===== src/rtl/vga_timing_gen.sv =====
// VGA raster timing: free-running h/v counters with registered scan position, active flag,
// line/frame strobes and syncs. The syncs go through a short delay line that matches colour-path latency.
module vga_timing_gen #(
    parameter int   LOC_WIDTH   = 9,
    parameter int   H_ACTIVE    = 640,
    parameter int   H_FP        = 16,
    parameter int   H_SYNC      = 96,
    parameter int   H_BP        = 48,
    parameter int   V_ACTIVE    = 480,
    parameter int   V_FP        = 10,
    parameter int   V_SYNC      = 2,
    parameter int   V_BP        = 33,
    parameter logic HSYNC_POL   = 1'b0,
    parameter logic VSYNC_POL   = 1'b0,
    parameter int   SCALE_SHIFT = 1,
    parameter int   PIPE_DLY    = 1
) (
    input  logic                 clk25MHz,
    input  logic                 rst,
    output logic [LOC_WIDTH-1:0] pos_x,
    output logic [LOC_WIDTH-1:0] pos_y,
    output logic                 active,
    output logic                 line_start,
    output logic                 frame_start,
    output logic                 active_d,
    output logic                 o_hsync,
    output logic                 o_vsync
);
    localparam int H_TOTAL = H_ACTIVE + H_FP + H_SYNC + H_BP;
    localparam int V_TOTAL = V_ACTIVE + V_FP + V_SYNC + V_BP;
    localparam int H_W     = $clog2(H_TOTAL);
    localparam int V_W     = $clog2(V_TOTAL);

    localparam logic [H_W-1:0] H_MAX  = H_W'(H_TOTAL - 1);
    localparam logic [H_W-1:0] H_ACT  = H_W'(H_ACTIVE);
    localparam logic [H_W-1:0] HS_BEG = H_W'(H_ACTIVE + H_FP);
    localparam logic [H_W-1:0] HS_END = H_W'(H_ACTIVE + H_FP + H_SYNC);
    localparam logic [V_W-1:0] V_MAX  = V_W'(V_TOTAL - 1);
    localparam logic [V_W-1:0] V_ACT  = V_W'(V_ACTIVE);
    localparam logic [V_W-1:0] VS_BEG = V_W'(V_ACTIVE + V_FP);
    localparam logic [V_W-1:0] VS_END = V_W'(V_ACTIVE + V_FP + V_SYNC);

    // {active, hsync, vsync} as seen while idle / in reset
    localparam logic [2:0] SYNC_IDLE = {1'b0, ~HSYNC_POL, ~VSYNC_POL};

    logic [H_W-1:0]       h_q, h_d;
    logic [V_W-1:0]       v_q, v_d;
    logic [LOC_WIDTH-1:0] pos_x_q, pos_x_d, pos_y_q, pos_y_d;
    logic                 act_q, act_d;
    logic                 line_start_q, line_start_d;
    logic                 frame_start_q, frame_start_d;
    logic                 hs_q, hs_d, vs_q, vs_d;
    logic                 h_wrap, h_act, v_act;

    always_comb begin
        h_wrap = (h_q == H_MAX);
        h_d    = h_wrap ? '0 : h_q + 1'b1;
        v_d    = v_q;
        if (h_wrap) v_d = (v_q == V_MAX) ? '0 : v_q + 1'b1;
    end

    // The registered outputs decode the current counter value, so they trail h/v by one edge.
    always_comb begin
        h_act         = (h_q < H_ACT);
        v_act         = (v_q < V_ACT);
        act_d         = h_act && v_act;
        pos_x_d       = h_act ? LOC_WIDTH'(h_q >> SCALE_SHIFT) : '0;
        pos_y_d       = v_act ? LOC_WIDTH'(v_q >> SCALE_SHIFT) : '0;
        line_start_d  = (h_q == '0);
        frame_start_d = (h_q == '0) && (v_q == '0);
        hs_d          = (h_q >= HS_BEG && h_q < HS_END) ? HSYNC_POL : ~HSYNC_POL;
        vs_d          = (v_q >= VS_BEG && v_q < VS_END) ? VSYNC_POL : ~VSYNC_POL;
    end

    always_ff @(posedge clk25MHz) begin
        if (rst) begin
            h_q           <= '0;
            v_q           <= '0;
            pos_x_q       <= '0;
            pos_y_q       <= '0;
            act_q         <= 1'b0;
            line_start_q  <= 1'b0;
            frame_start_q <= 1'b0;
            hs_q          <= ~HSYNC_POL;
            vs_q          <= ~VSYNC_POL;
        end else begin
            h_q           <= h_d;
            v_q           <= v_d;
            pos_x_q       <= pos_x_d;
            pos_y_q       <= pos_y_d;
            act_q         <= act_d;
            line_start_q  <= line_start_d;
            frame_start_q <= frame_start_d;
            hs_q          <= hs_d;
            vs_q          <= vs_d;
        end
    end

    assign pos_x       = pos_x_q;
    assign pos_y       = pos_y_q;
    assign active      = act_q;
    assign line_start  = line_start_q;
    assign frame_start = frame_start_q;

    generate
        if (PIPE_DLY == 0) begin : g_nodly
            assign {active_d, o_hsync, o_vsync} = {act_q, hs_q, vs_q};
        end else begin : g_dly
            logic [PIPE_DLY-1:0][2:0] pipe_q, pipe_d;

            always_comb begin
                pipe_d    = pipe_q;
                pipe_d[0] = {act_q, hs_q, vs_q};
                for (int i = 1; i < PIPE_DLY; i++) pipe_d[i] = pipe_q[i-1];
            end

            always_ff @(posedge clk25MHz) begin
                if (rst) pipe_q <= {PIPE_DLY{SYNC_IDLE}};
                else     pipe_q <= pipe_d;
            end

            assign {active_d, o_hsync, o_vsync} = pipe_q[PIPE_DLY-1];
        end
    endgenerate

endmodule


===== config.mk =====
export PLATFORM = sky130hd
export DESIGN_NAME = vga_timing_gen
export DESIGN_NICKNAME = d
export VERILOG_FILES = /design/src/rtl/vga_timing_gen.sv
export SDC_FILE = /design/constraint.sdc
export NUM_CORES = 1
export LEC_CHECK = 0
export CAP_MARGIN = 30
export CORE_ASPECT_RATIO = 0.6
export CORE_MARGIN = 2
export CORE_UTILIZATION = 50
export CTS_BUF_LIST = sky130_fd_sc_hd__clkbuf_4 sky130_fd_sc_hd__clkbuf_8
export DETAILED_ROUTE_END_ITERATION = 8
export DONT_BUFFER_PORTS = 1
export PLACE_DENSITY = 0.7
export SYNTH_ARGS = -nofsm -noshare
export SYNTH_HDL_FRONTEND = slang
export SYNTH_SLANG_ARGS = --single-unit

===== constraint.sdc =====
create_clock -name clk25MHz -period 2.6 [get_ports clk25MHz]
set_input_delay 0.78 -clock clk25MHz [delete_from_list [all_inputs] [get_ports clk25MHz]]
set_output_delay 0.78 -clock clk25MHz [all_outputs]
set_load 0.005 [all_outputs]

==> run summary <==
outcome: finished clean
Final ANT Viol Nets: 0
fin crit period: 2.06 ns
share of cells above drive strength 1: 0.100
Main synth FF type: dfxtp_1
part of the Yosys area used for sequential elements: 0.525
Finished Layout Cells: 225
Psw: 0.255 mW
fin crit share: 0.791
clock share of power: 0.365
crit start category: flop
Vias/cell: 5.35
Rows: 16
Detailed Place HPWL: 2400 µm
core footprint: 3300 µm²
DR iter-0 viols: 115
sequential share of power: 0.614
register area: 921 µm²
# DRC: 0
htree depth: 2
initial antenna violation count: 0
Crit Path Category: flop to flop
Die Height: 49.9 µm
Clk pin slew, worst setup/hold paths: 0.08 ns
CP arrival: 2.29 ns
Simple-Gate Fraction of Synth Area: 0.302
maximum clock frequency: 486 MHz
clk_lat worst skew: 0.30 ns
worst vdd ir: 0.287 mV
top cell type's share of synthesized area: 0.525
post-CTS setup buffer count: 0
die area: 4010 µm²
Power Density: 638 nW/µm²
switching share of power: 0.216
crit path capture type: flop
largest family of logic cells by synthesized area: simple AND/OR/NAND/NOR gates
largest net degree at the start of global routing: 18
iteration count of the initial detailed-routing pass: 5
total gr overflow: 0
via count: 1203
io pins: 26
CP required: 2.83 ns
Setup Skew: 0.00587 ns
clk root buf: clkbuf_8
GPL Wtd Cong: 0.844
n_diodes: 0
area leader, netlist: dfxtp_1
Placed Area: 1760 µm²
cell leakage power: 0.674 nW
ranking of synthesized cells by area: dfxtp_1 52%, and2_1 4.6%, nor2_1 4.5%
Post-Syn Area: 1750 µm²
worst-path fanout max: 6
# fillers: 291
Die X-Extent: 80.5 µm
number of CTS-inserted buffers: 5
dpl cells: 217
Avg Synthesized Cell Area: 9.75 µm²
setup TNS: 0 ns
I/O Buffers: 0
logic gate share of total power: 0.021
FF+latch count, synth: 46
final hold violation count: 0
Synth Area in XOR/XNOR: 0.0649
first-pass GRT wire length: 5510 µm
yosys warns: 0
cts hold-fix bufs: 0
vias in the first global route: 1116
Synthesized Nets: 186
RSZ-0062 raised after global routing: false
All-Layer GR Usage: 0.187
Post-Synth Adder-Cell Area: 0.0285
Distinct cells, synth: 38
Max-cap violations: 0
initial core utilization: 0.531
Place WS: 0.579 ns
number of flops mapped to enable cells by yosys: 0
overall power: 1.18 mW
Final Util: 0.560
Num Clock Sinks: 46
Hold WC Path Type: flop to flop
Pins Over Slew Limit: 0
relative slew slack: 0.612
cell-internal power: 0.925 mW
WL final: 3360 µm
Layout area overhead: 5.49%
CTS tree: yes
Final Cell Area: 1850 µm²
post-CTS sizing: 0
slew at the pin with the worst max-slew slack: 0.577 ns
setup slack after layout: 0.543 ns
Post-Synthesis Cells: 180
Final nets: 185
clk buf depth: 2
Finish-stage setup viols: 0
multiplexer area fraction after synthesis: 0.00571
complex-gate fraction of the synthesized area: 0.0285
ys async rst share: 0
post-DR wirelength/cell: 14.9 µm
Hold WS: 0.416 ns
area of the multi-input gates: 757 µm²
[power groups by stage]
stage | Clock, mW | Sequential (mW) | Combinational (mW)
floorplan | 0 | 0.738 | 0.0206
global placement | 0 | 0.740 | 0.0241
detailed placement | 0 | 0.741 | 0.0240
CTS | 0.443 | 0.724 | 0.0243
global route | 0.472 | 0.726 | 0.0285
finish | 0.431 | 0.724 | 0.0246
[routing by layer]
layer | GRT usage | wire length (µm) | up-vias
met1 | 0.264 | 1700 | 560
met4 | 0.110 | 71 | 0
met5 | 0 | 0 | -
met2 | 0.244 | 1330 | 33
li1 | - | - | 604
met3 | 0.0604 | 255 | 6
[synthesized netlist by cell type, drive strengths merged (2+ instances only)]
master / number
nand2: 5
nor2: 21
nand3: 10
nor4b: 2
nor4: 7
and2: 14
buf: 2
nor3: 7
or3: 2
nand4: 4
xnor2: 6
or4: 2
dfxtp: 46
o21ai: 2
inv: 7
or2: 3
clkbuf: 6
nor2b: 3
a21oi: 4
and4: 2
ha: 4
nand4b: 2
and3: 6
xor2: 7
[worst max-delay path: stages (launching register included)]
cell     delay, ns
dfxtp_1       0.42
ha_1          0.24
nand3_1       0.19
or4_4         0.59
or4_4         0.43
a21oi_2       0.13
[final cells by class]
type,count,share of cell area
sequential,46,0.498
multi-input combinational,119,0.409
clock buffer,6,0.0412
tap,45,0.0304
inverter,7,0.0142
clock inverter,2,0.00744
[flip-flops by register name, summed over array words and instances (netlist names)]
| register | flops |
|---|---|
| line_start | 1 |
| hs_q | 1 |
| frame_start | 1 |
| vs_q | 1 |
| g_dly.pipe_q | 3 |
| pos_y | 9 |
| pos_x | 9 |
| h_q | 10 |
| active | 1 |
| v_q | 10 |
[cell usage in the layout (no fill, tap or decap), types with 2 or more instances in the layout]
cell type | netlist | final
and4_1 | 2 | 2
and3_1 | 5 | 5
nor3_1 | 7 | 7
or4_4 | 2 | 2
dfxtp_1 | 46 | 46
xor2_1 | 7 | 7
or2_2 | 3 | 3
clkbuf_8 | 0 | 5
nor4_1 | 6 | 6
nor2b_1 | 3 | 3
inv_1 | 7 | 7
or3_1 | 2 | 2
nand2_1 | 5 | 5
nor4b_1 | 2 | 2
ha_1 | 4 | 4
and2_1 | 13 | 13
nand3_1 | 10 | 10
xnor2_1 | 6 | 6
nand4_1 | 4 | 4
a21oi_1 | 3 | 3
nor2_1 | 21 | 21
nand4b_1 | 2 | 2
[path summary, 6_finish.rpt]
check | from | to | cells after the start | slack, ns
setup / recovery | h_q[0]$_SDFF_PP0_ | v_q[8]$_SDFFE_PP0N_ | 5 | 0.54
hold / removal | hs_q$_SDFF_PP1_ | g_dly.pipe_q[1]$_SDFF_PP1_ | 1 | 0.42
setup reg to reg | h_q[0]$_SDFF_PP0_ | v_q[8]$_SDFFE_PP0N_ | 5 | 0.54
hold reg to reg | hs_q$_SDFF_PP1_ | g_dly.pipe_q[1]$_SDFF_PP1_ | 1 | 0.42
[logic make-up (layout without fill, tap and decap cells)]
kind of cell,Yosys count,after routing
muxes,1,1
other,1,1
DFF,46,46
and+or+nand+nor,92,92
buffers and inverters,15,15
xor gates and xnor gates,13,13
AOI/OAI and AO/OA,8,8
adders and majority gates,4,4
No activity file was read; power rests on OpenSTA's default activity.
